$ cat config.mk
export PLATFORM = sky130hd
export DESIGN_NAME = exe_muldiv_seq
export DESIGN_NICKNAME = d
export VERILOG_FILES = /design/src/rtl/exe_muldiv_seq.sv
export SDC_FILE = /design/constraint.sdc
export NUM_CORES = 1
export LEC_CHECK = 0
export ABC_CLOCK_PERIOD_IN_PS = 8450
export CAP_MARGIN = 0
export CORE_MARGIN = 5
export CORE_UTILIZATION = 50
export DETAILED_ROUTE_END_ITERATION = 6
export PLACE_DENSITY = 0.76
export SYNTH_ARGS = -nofsm -noshare
export SYNTH_HDL_FRONTEND = slang
export SYNTH_SLANG_ARGS = --single-unit
export TNS_END_PERCENT = 100
$ cat constraint.sdc
create_clock -name clk -period 8.45 [get_ports clk]
set_input_delay 1.2675 -clock clk [delete_from_list [all_inputs] [get_ports clk]]
set_output_delay 1.2675 -clock clk [all_outputs]
set_load 0.05 [all_outputs]
$ cat src/rtl/exe_muldiv_seq.sv
// Iterative multiply/divide sequencer for the EXE stage (MUL, DIVU, REMU).
// One shift-add or restoring-divide step per cycle; the pipeline is frozen
// while an operation is accepted or running.
module exe_muldiv_seq #(
  parameter int unsigned WORD_LEN = 32
) (
  input  logic                clk,
  input  logic                rst,
  input  logic                start,
  input  logic [1:0]          op,
  input  logic                flush,
  input  logic [WORD_LEN-1:0] src1,
  input  logic [WORD_LEN-1:0] src2,
  output logic                freeze,
  output logic                busy,
  output logic                done,
  output logic [WORD_LEN-1:0] result,
  output logic                div_by_zero
);

  localparam int unsigned W     = WORD_LEN;
  localparam int unsigned CNT_W = (WORD_LEN > 1) ? $clog2(WORD_LEN) : 1;

  localparam logic [1:0] OP_MUL  = 2'd0;
  localparam logic [1:0] OP_DIVU = 2'd1;
  localparam logic [1:0] OP_RSVD = 2'd3;

  typedef enum logic [1:0] {
    S_IDLE = 2'd0,
    S_RUN  = 2'd1,
    S_DONE = 2'd2
  } state_e;

  state_e             state_q, state_d;
  logic [CNT_W-1:0]   cnt_q, cnt_d;
  logic [1:0]         op_q, op_d;
  logic [W-1:0]       opa_q, opa_d;
  logic [W-1:0]       opb_q, opb_d;
  logic [2*W-1:0]     acc_q, acc_d;
  logic [W-1:0]       rem_q, rem_d;
  logic [W-1:0]       result_q, result_d;
  logic               dbz_q, dbz_d;

  logic [W:0]         mul_sum;
  logic [2*W-1:0]     mul_acc_nx;
  logic [W:0]         div_shift;
  logic               div_ge;
  logic [W-1:0]       div_rem_nx;
  logic [W-1:0]       div_quot_nx;

  // Shift-add step: acc = {partial product high, remaining multiplier bits}
  assign mul_sum    = {1'b0, acc_q[2*W-1:W]} + (acc_q[0] ? {1'b0, opa_q} : (W+1)'(0));
  assign mul_acc_nx = {mul_sum, acc_q[W-1:1]};

  // Restoring-divide step: quotient bits shift in from the bottom, MSB first
  assign div_shift   = {rem_q, acc_q[W-1]};
  assign div_ge      = (div_shift >= {1'b0, opb_q});
  assign div_rem_nx  = div_ge ? W'(div_shift - {1'b0, opb_q}) : div_shift[W-1:0];
  assign div_quot_nx = {acc_q[W-2:0], div_ge};

  // State and datapath registers
  always_ff @(posedge clk or posedge rst) begin
    if (rst) begin
      state_q  <= S_IDLE;
      cnt_q    <= '0;
      op_q     <= '0;
      opa_q    <= '0;
      opb_q    <= '0;
      acc_q    <= '0;
      rem_q    <= '0;
      result_q <= '0;
      dbz_q    <= 1'b0;
    end else begin
      state_q  <= state_d;
      cnt_q    <= cnt_d;
      op_q     <= op_d;
      opa_q    <= opa_d;
      opb_q    <= opb_d;
      acc_q    <= acc_d;
      rem_q    <= rem_d;
      result_q <= result_d;
      dbz_q    <= dbz_d;
    end
  end

  // Next-state, iteration and result capture; flush overrides everything
  always_comb begin
    state_d  = state_q;
    cnt_d    = cnt_q;
    op_d     = op_q;
    opa_d    = opa_q;
    opb_d    = opb_q;
    acc_d    = acc_q;
    rem_d    = rem_q;
    result_d = result_q;
    dbz_d    = dbz_q;

    unique case (state_q)
      S_IDLE: begin
        if (start) begin
          op_d  = op;
          opa_d = src1;
          opb_d = src2;
          acc_d = {{W{1'b0}}, (op == OP_MUL) ? src2 : src1};
          rem_d = '0;
          if (op == OP_RSVD) begin
            state_d  = S_DONE;
            cnt_d    = '0;
            result_d = '0;
            dbz_d    = 1'b0;
          end else if ((op != OP_MUL) && (src2 == '0)) begin
            state_d  = S_DONE;
            cnt_d    = '0;
            result_d = (op == OP_DIVU) ? '1 : src1;
            dbz_d    = 1'b1;
          end else begin
            state_d = S_RUN;
            cnt_d   = CNT_W'(W - 1);
          end
        end
      end
      S_RUN: begin
        if (op_q == OP_MUL) begin
          acc_d = mul_acc_nx;
        end else begin
          acc_d = {{W{1'b0}}, div_quot_nx};
          rem_d = div_rem_nx;
        end
        if (cnt_q == '0) begin
          state_d  = S_DONE;
          dbz_d    = 1'b0;
          result_d = (op_q == OP_MUL)  ? mul_acc_nx[W-1:0] :
                     (op_q == OP_DIVU) ? div_quot_nx : div_rem_nx;
        end else begin
          cnt_d = cnt_q - CNT_W'(1);
        end
      end
      S_DONE: begin
        state_d = S_IDLE;
      end
      default: begin
        state_d = S_IDLE;
      end
    endcase

    if (flush) begin
      state_d  = S_IDLE;
      cnt_d    = '0;
      result_d = result_q;
      dbz_d    = dbz_q;
    end
  end

  // Stall drops immediately on flush or reset, without waiting for an edge
  assign freeze      = !rst && !flush &&
                       (((state_q == S_IDLE) && start) || (state_q == S_RUN));
  assign busy        = (state_q == S_RUN);
  assign done        = (state_q == S_DONE) && !flush;
  assign result      = result_q;
  assign div_by_zero = dbz_q;

endmodule
* Word-level counts from Yosys, hierarchy flattened *
Cells that the tools add are included.

word-level totals
  flip-flop bits (word level) = 202
  input port bits = 70
  output and inout bits = 36
  logic and storage cells = 82

operators by class
  $add $sub $neg = 3
  magnitude comparators = 1
  equality and inequality tests = 12
  mux-type cells = 34
  bitwise operators = 1
  reduce and logical (&&, ||, !) cells = 22

operators by type and width
  cell                   number
  $mux W32               12
  $mux W64               2
  $pmux W32 S2           2
  $pmux W64 S2           1
  $add A32 B32 Y33       1
  $ge A33 B32 Y1         1
  $logic_not A32 Y1      1
  $sub A32 B32 Y32       1
  $mux W5                5
  $mux W2                5
  $pmux W5 S2            1
  $ne A3 B3 Y1 const B   3
  $eq A2 B1 Y1 const B   3
  $logic_not A2 Y1       3
  $reduce_and A2 Y1      3
  $reduce_and A3 Y1      2
  $logic_and A1 B1 Y1    5
  $logic_not A5 Y1       1
  $reduce_and A5 Y1      1
  $sub A5 B1 Y5 const B  1
  $eq A2 B2 Y1 const B   2
  $mux W1                4
  $ne A2 B2 Y1 const B   2
  $pmux W2 S2            1
  8 further kinds        10

* Logic depth before layout (Yosys ltp) *
  depth in word-level cells = 7
  mapped depth = 13
  depth with buffers taken out = 12

* Worst setup path after synthesis *
Ideal clock, no wire load.

  path kind = in2out
  start = in start
  end = out freeze
  arrival time = 2.886 ns
  required time = 7.183 ns
  setup slack = 4.296 ns
  cell stages on the path = 4
  buffers on the path = 2
  cells stage by stage = o21bai_1 > clkbuf_1 > clkbuf_1 > nor3_1

between the ends
  cells in the longest elaborated chain, start to end = 3

ends and longest elaborated chain
  item                 RTL line  text
  start: declaration   9         input logic start,
  $logic_and A1 B1 Y1  156       (((state_q == S_IDLE) && start) || (state_q == S_RUN));
  $logic_or A1 B1 Y1   156
  $logic_and A1 B1 Y1  155       assign freeze = !rst && !flush &&
  end: declaration     14        output logic freeze,

Every way passes these cells.

* Worst setup path in the final report *
  start = in src2[5]
  end = reg result_q[20], in the netlist result[20]

between the ends
  cells in the longest elaborated chain, start to end = 4

ends and longest elaborated chain
  item                         RTL line  text
  start: declaration           13        input logic [WORD_LEN-1:0] src2,
  $logic_not A32 Y1            111       end else if ((op != OP_MUL) && (src2 == '0)) begin
  $logic_and A1 B1 Y1          111
  $ne A3 B3 Y1 (no line)       -
  $reduce_and A5 Y1 (no line)  -
  end signal: assignment       81        result_q <= result_d;
  end: declaration             41        logic [W-1:0] result_q, result_d;

Every way passes these cells.
A chain may end at the register's enable or synchronous reset.

==> flow_metrics.py <==
metrics = {
    "timing": {
        "rsz0062_at_grt": "false",
        "period_minus_slack_ps": 4280,
        "setup_viol": 0,
        "period_share": 0.507,
        "finalClockSkew_ps": 16.4,
        "holdWs_ps": 462,
        "timing.final.hold_violations": 0,
        "relSlewSlack": 0.237,
        "worst_pin_slew_ps": 1140,
        "fin_setup_tns_ps": 0,
        "max_freq_mhz": 233,
        "maxSlewViolCount": 0,
    },
    "critical_path": {
        "worstSetupPathType": "in -> reg",
        "rr_startpoint": "acc_q[0]$_DFFE_PP0P_",
        "worstPathArrival_ps": 4670,
        "cp_data_required_time_ps": 8830,
        "r2r-end": "acc_q[49]$_DFFE_PP0P_",
        "cp-start-kind": "input pin",
        "critPathBufInv": 2,
        "rr_worst_depth": 12,
        "slowest_stage": "inv_2",
        "end_kind": "flip-flop",
        "path_cells": "clkdlybuf4s50_1 -> nor4_1 -> nand4_1 -> nor2_1 -> maj3_1 -> a22oi_1 -> inv_2 -> o211ai_1 -> o22ai_1 -> a21oi_1",
        "max_stage_delay_ps": 890,
        "crit_path_start": "src2[5]",
        "reg2reg_slack_ps": 4640,
        "path_delay_family": "buffers and inverters",
        "crit_fanout": 65,
    },
    "grt": {
        "grt_start_max_net_pins": 123,
        "antenna_found_initial": 1,
        "overflow": 0,
        "grt_pass1_vias": 12700,
        "grt_usage": 0.280,
        "grt_first_pass_wirelength_um": 70600,
    },
    "final_layout": {
        "multi_input_area_um2": 8160,
        "drive_above_1_share": 0.0787,
        "areaGrowthSynthToFinish_pct": 15.0,
        "nets": 1886,
        "regArea_um2": 5060,
        "diodes": 0,
        "final_util": 0.578,
        "fill_cells": 2449,
    },
    "placed_design": {
        "port_buffers": 105,
        "dp_hpwl_um": 32000,
        "gp_congestion": 0.969,
    },
    "power": {
        "cellLeakagePower_nw": 7.02,
        "irDropWorstVdd_v": 0.000248,
        "power_density_nw_per_um2": 330,
    },
    "logic_synthesis": {
        "synth_area_per_cell_um2": 8.19,
        "netlist_area_um2": 13900,
        "ys_ff_latch": 202,
        "ys.flop_type": "dfrtp_1",
        "yosys_warnings": 0,
        "postSynthCellCount": 1696,
        "ys_seq_area_frac": 0.364,
        "synth_edf_count": 0,
        "async_flop_share": 1.00,
        "yosys.area.top_type": "dfrtp_1",
        "syn-num-nets": 1834,
        "synthTopCellsByArea": "dfrtp_1 36%, nand2_1 8.1%, o21ai_0 7.2%",
        "yosysTopAreaCellShare": 0.364,
        "synth_cell_type_count": 84,
    },
    "clock_tree": {
        "path_clk_slew_ps": 60,
        "cts.repair.resized": 0,
        "holdBufCountCts": 0,
        "clock-root-buffer": "clkbuf_16",
        "cts.htree.levels": 1,
        "ctsLongestPathBuffers": 3,
        "post-cts-setup-buffers": 0,
        "cts_sinks": 202,
        "cts_tree": "yes",
        "clkLatencyLatePin_ps": 530,
        "numCtsBuffers": 25,
    },
    "floorplan": {
        "floorplan.initialDensity": 0.502,
        "die_x_um": 177,
        "core_area_um2": 27600,
        "num_rows": 61,
        "fp.dieH_um": 177,
        "io-pin-count": 106,
        "die_area_um2": 31200,
    },
    "min_path": {
        "min_to": "opa_q[18]$_DFFE_PP0P_",
        "hp-class": "reg -> reg",
        "holdCritStartpoint": "opa_q[18]$_DFFE_PP0P_",
        "min_delay_path_depth": 2,
    },
    "detailed_routing": {
        "drcViolationCount": 0,
        "vias_per_cell": 6.22,
        "wl_per_cell_um": 21.0,
        "firstDrtPassIters": 6,
        "routed-via-count": 13300,
        "wirelength_um": 45000,
        "drt_iter0_drc": 1563,
        "ant_nets": 0,
    },
    "outcome": {
        "outcome": "completed",
    },
    "flow_run": {
        "max-cap-violations": 0,
    },
}
[flip-flops by register name (all words and copies together), names as in the netlist]
name / count
rem_q: 32
result: 32
opa_q: 32
cnt_q: 5
acc_q: 64
opb_q: 32
div_by_zero: 1
state_q: 2
op_q: 2
[logic make-up after synthesis]
kind of cell | count (synthesis) | synth area share
flip-flops | 202 | 0.364
multiplexers | 88 | 0.0663
adder cells (fa/ha/maj) | 69 | 0.0631
buffers and inverters | 175 | 0.0501
AO/OA/AOI/OAI | 561 | 0.242
AND/OR/NAND/NOR | 551 | 0.183
XOR/XNOR | 50 | 0.0315
[layer usage]
metal	vias to the layer above	track usage	part of all wire
met5	-	0	0
met4	0	0.0819	0.032
met3	111	0.0506	0.10
met2	675	0.445	0.45
met1	6414	0.395	0.42
li1	6141	-	-
[cells in the final DEF (no fill, tap or decap), drive strengths merged, types with 42 or more instances in the layout]
cell           Yosys  layout
nor2              70      70
a21oi            161     161
nand2            301     301
dfrtp            202     202
clkdlybuf4s50      0     105
mux2i             56      56
nand3             42      42
o21ai            231     231
ha                66      66
inv               77      77
[through the flow]
step,instances,cell area [µm²],setup WS (ps),power (W)
after global routing,2144,16000,3940,0.00555
after global placement,2099,15200,3920,0.00410
after floorplan,1696,13900,1670,0.00334
after CTS,2144,16000,4290,0.00522
after detailed placement,2099,15200,3790,0.00414
final,2144,16000,4170,0.00527
[cells in the mapped netlist, drive strengths merged (4+ instances only)]
master,n
a211oi,15
a21o,23
a21oi,161
a221oi,4
a31oi,13
a32oi,5
a41oi,5
and2,34
and3,13
buf,25
clkbuf,73
dfrtp,202
ha,66
inv,77
mux2,32
mux2i,56
nand2,301
nand2b,10
nand3,42
nand4,14
nor2,70
nor2b,6
nor3,24
nor4,14
o211ai,25
o21a,9
o21ai,231
o21bai,8
o22ai,21
o31ai,6
or3,7
xnor2,30
xor2,20
[worst reg2reg max path, stage by stage (launching register included)]
cell and delay [ps]:
dfrtp_1 990, and2_1 230, ha_1 210, inv_1 70
fa_1 400, nor2b_1 110, o21ai_0 120, a21bo_2 240
a21oi_1 400, a31oi_1 280, o2111ai_1 300, mux2i_1 210
nand3_1 100
[worst max path at each step]
| stage | endpoint | cells past startpoint | slack, ps |
|---|---|---|---|
| 2_1_floorplan | acc_q[0]$_DFFE_PP0P_ | 1 | 1670 |
| 3_3_place_gp | result[19]$_DFFE_PP0P_ | 10 | 3920 |
| 3_5_place_dp | result[19]$_DFFE_PP0P_ | 10 | 3790 |
| 4_1_cts | done | 3 | 4290 |
| 5_1_grt | result[6]$_DFFE_PP0P_ | 10 | 3940 |
| 6_report | result[20]$_DFFE_PP0P_ | 10 | 4170 |
[report_power, final]
group / internal (W) / total (W) / switching, W / leakage, nW
registers: 0.00123 / 0.00150 / 0.000270 / 2.56
logic: 0.000964 / 0.00271 / 0.00175 / 4.06
clock network: 0.000624 / 0.00106 / 0.000434 / 0.404
[cell type report]
type,instances,share of cell area
multi-input combinational,1319,0.511
sequential,202,0.317
timing repair buffer,123,0.0743
clock buffer,34,0.0451
tap,378,0.0296
inverter,77,0.0186
clock inverter,11,0.00517
Power figures use the tool's default switching activity.
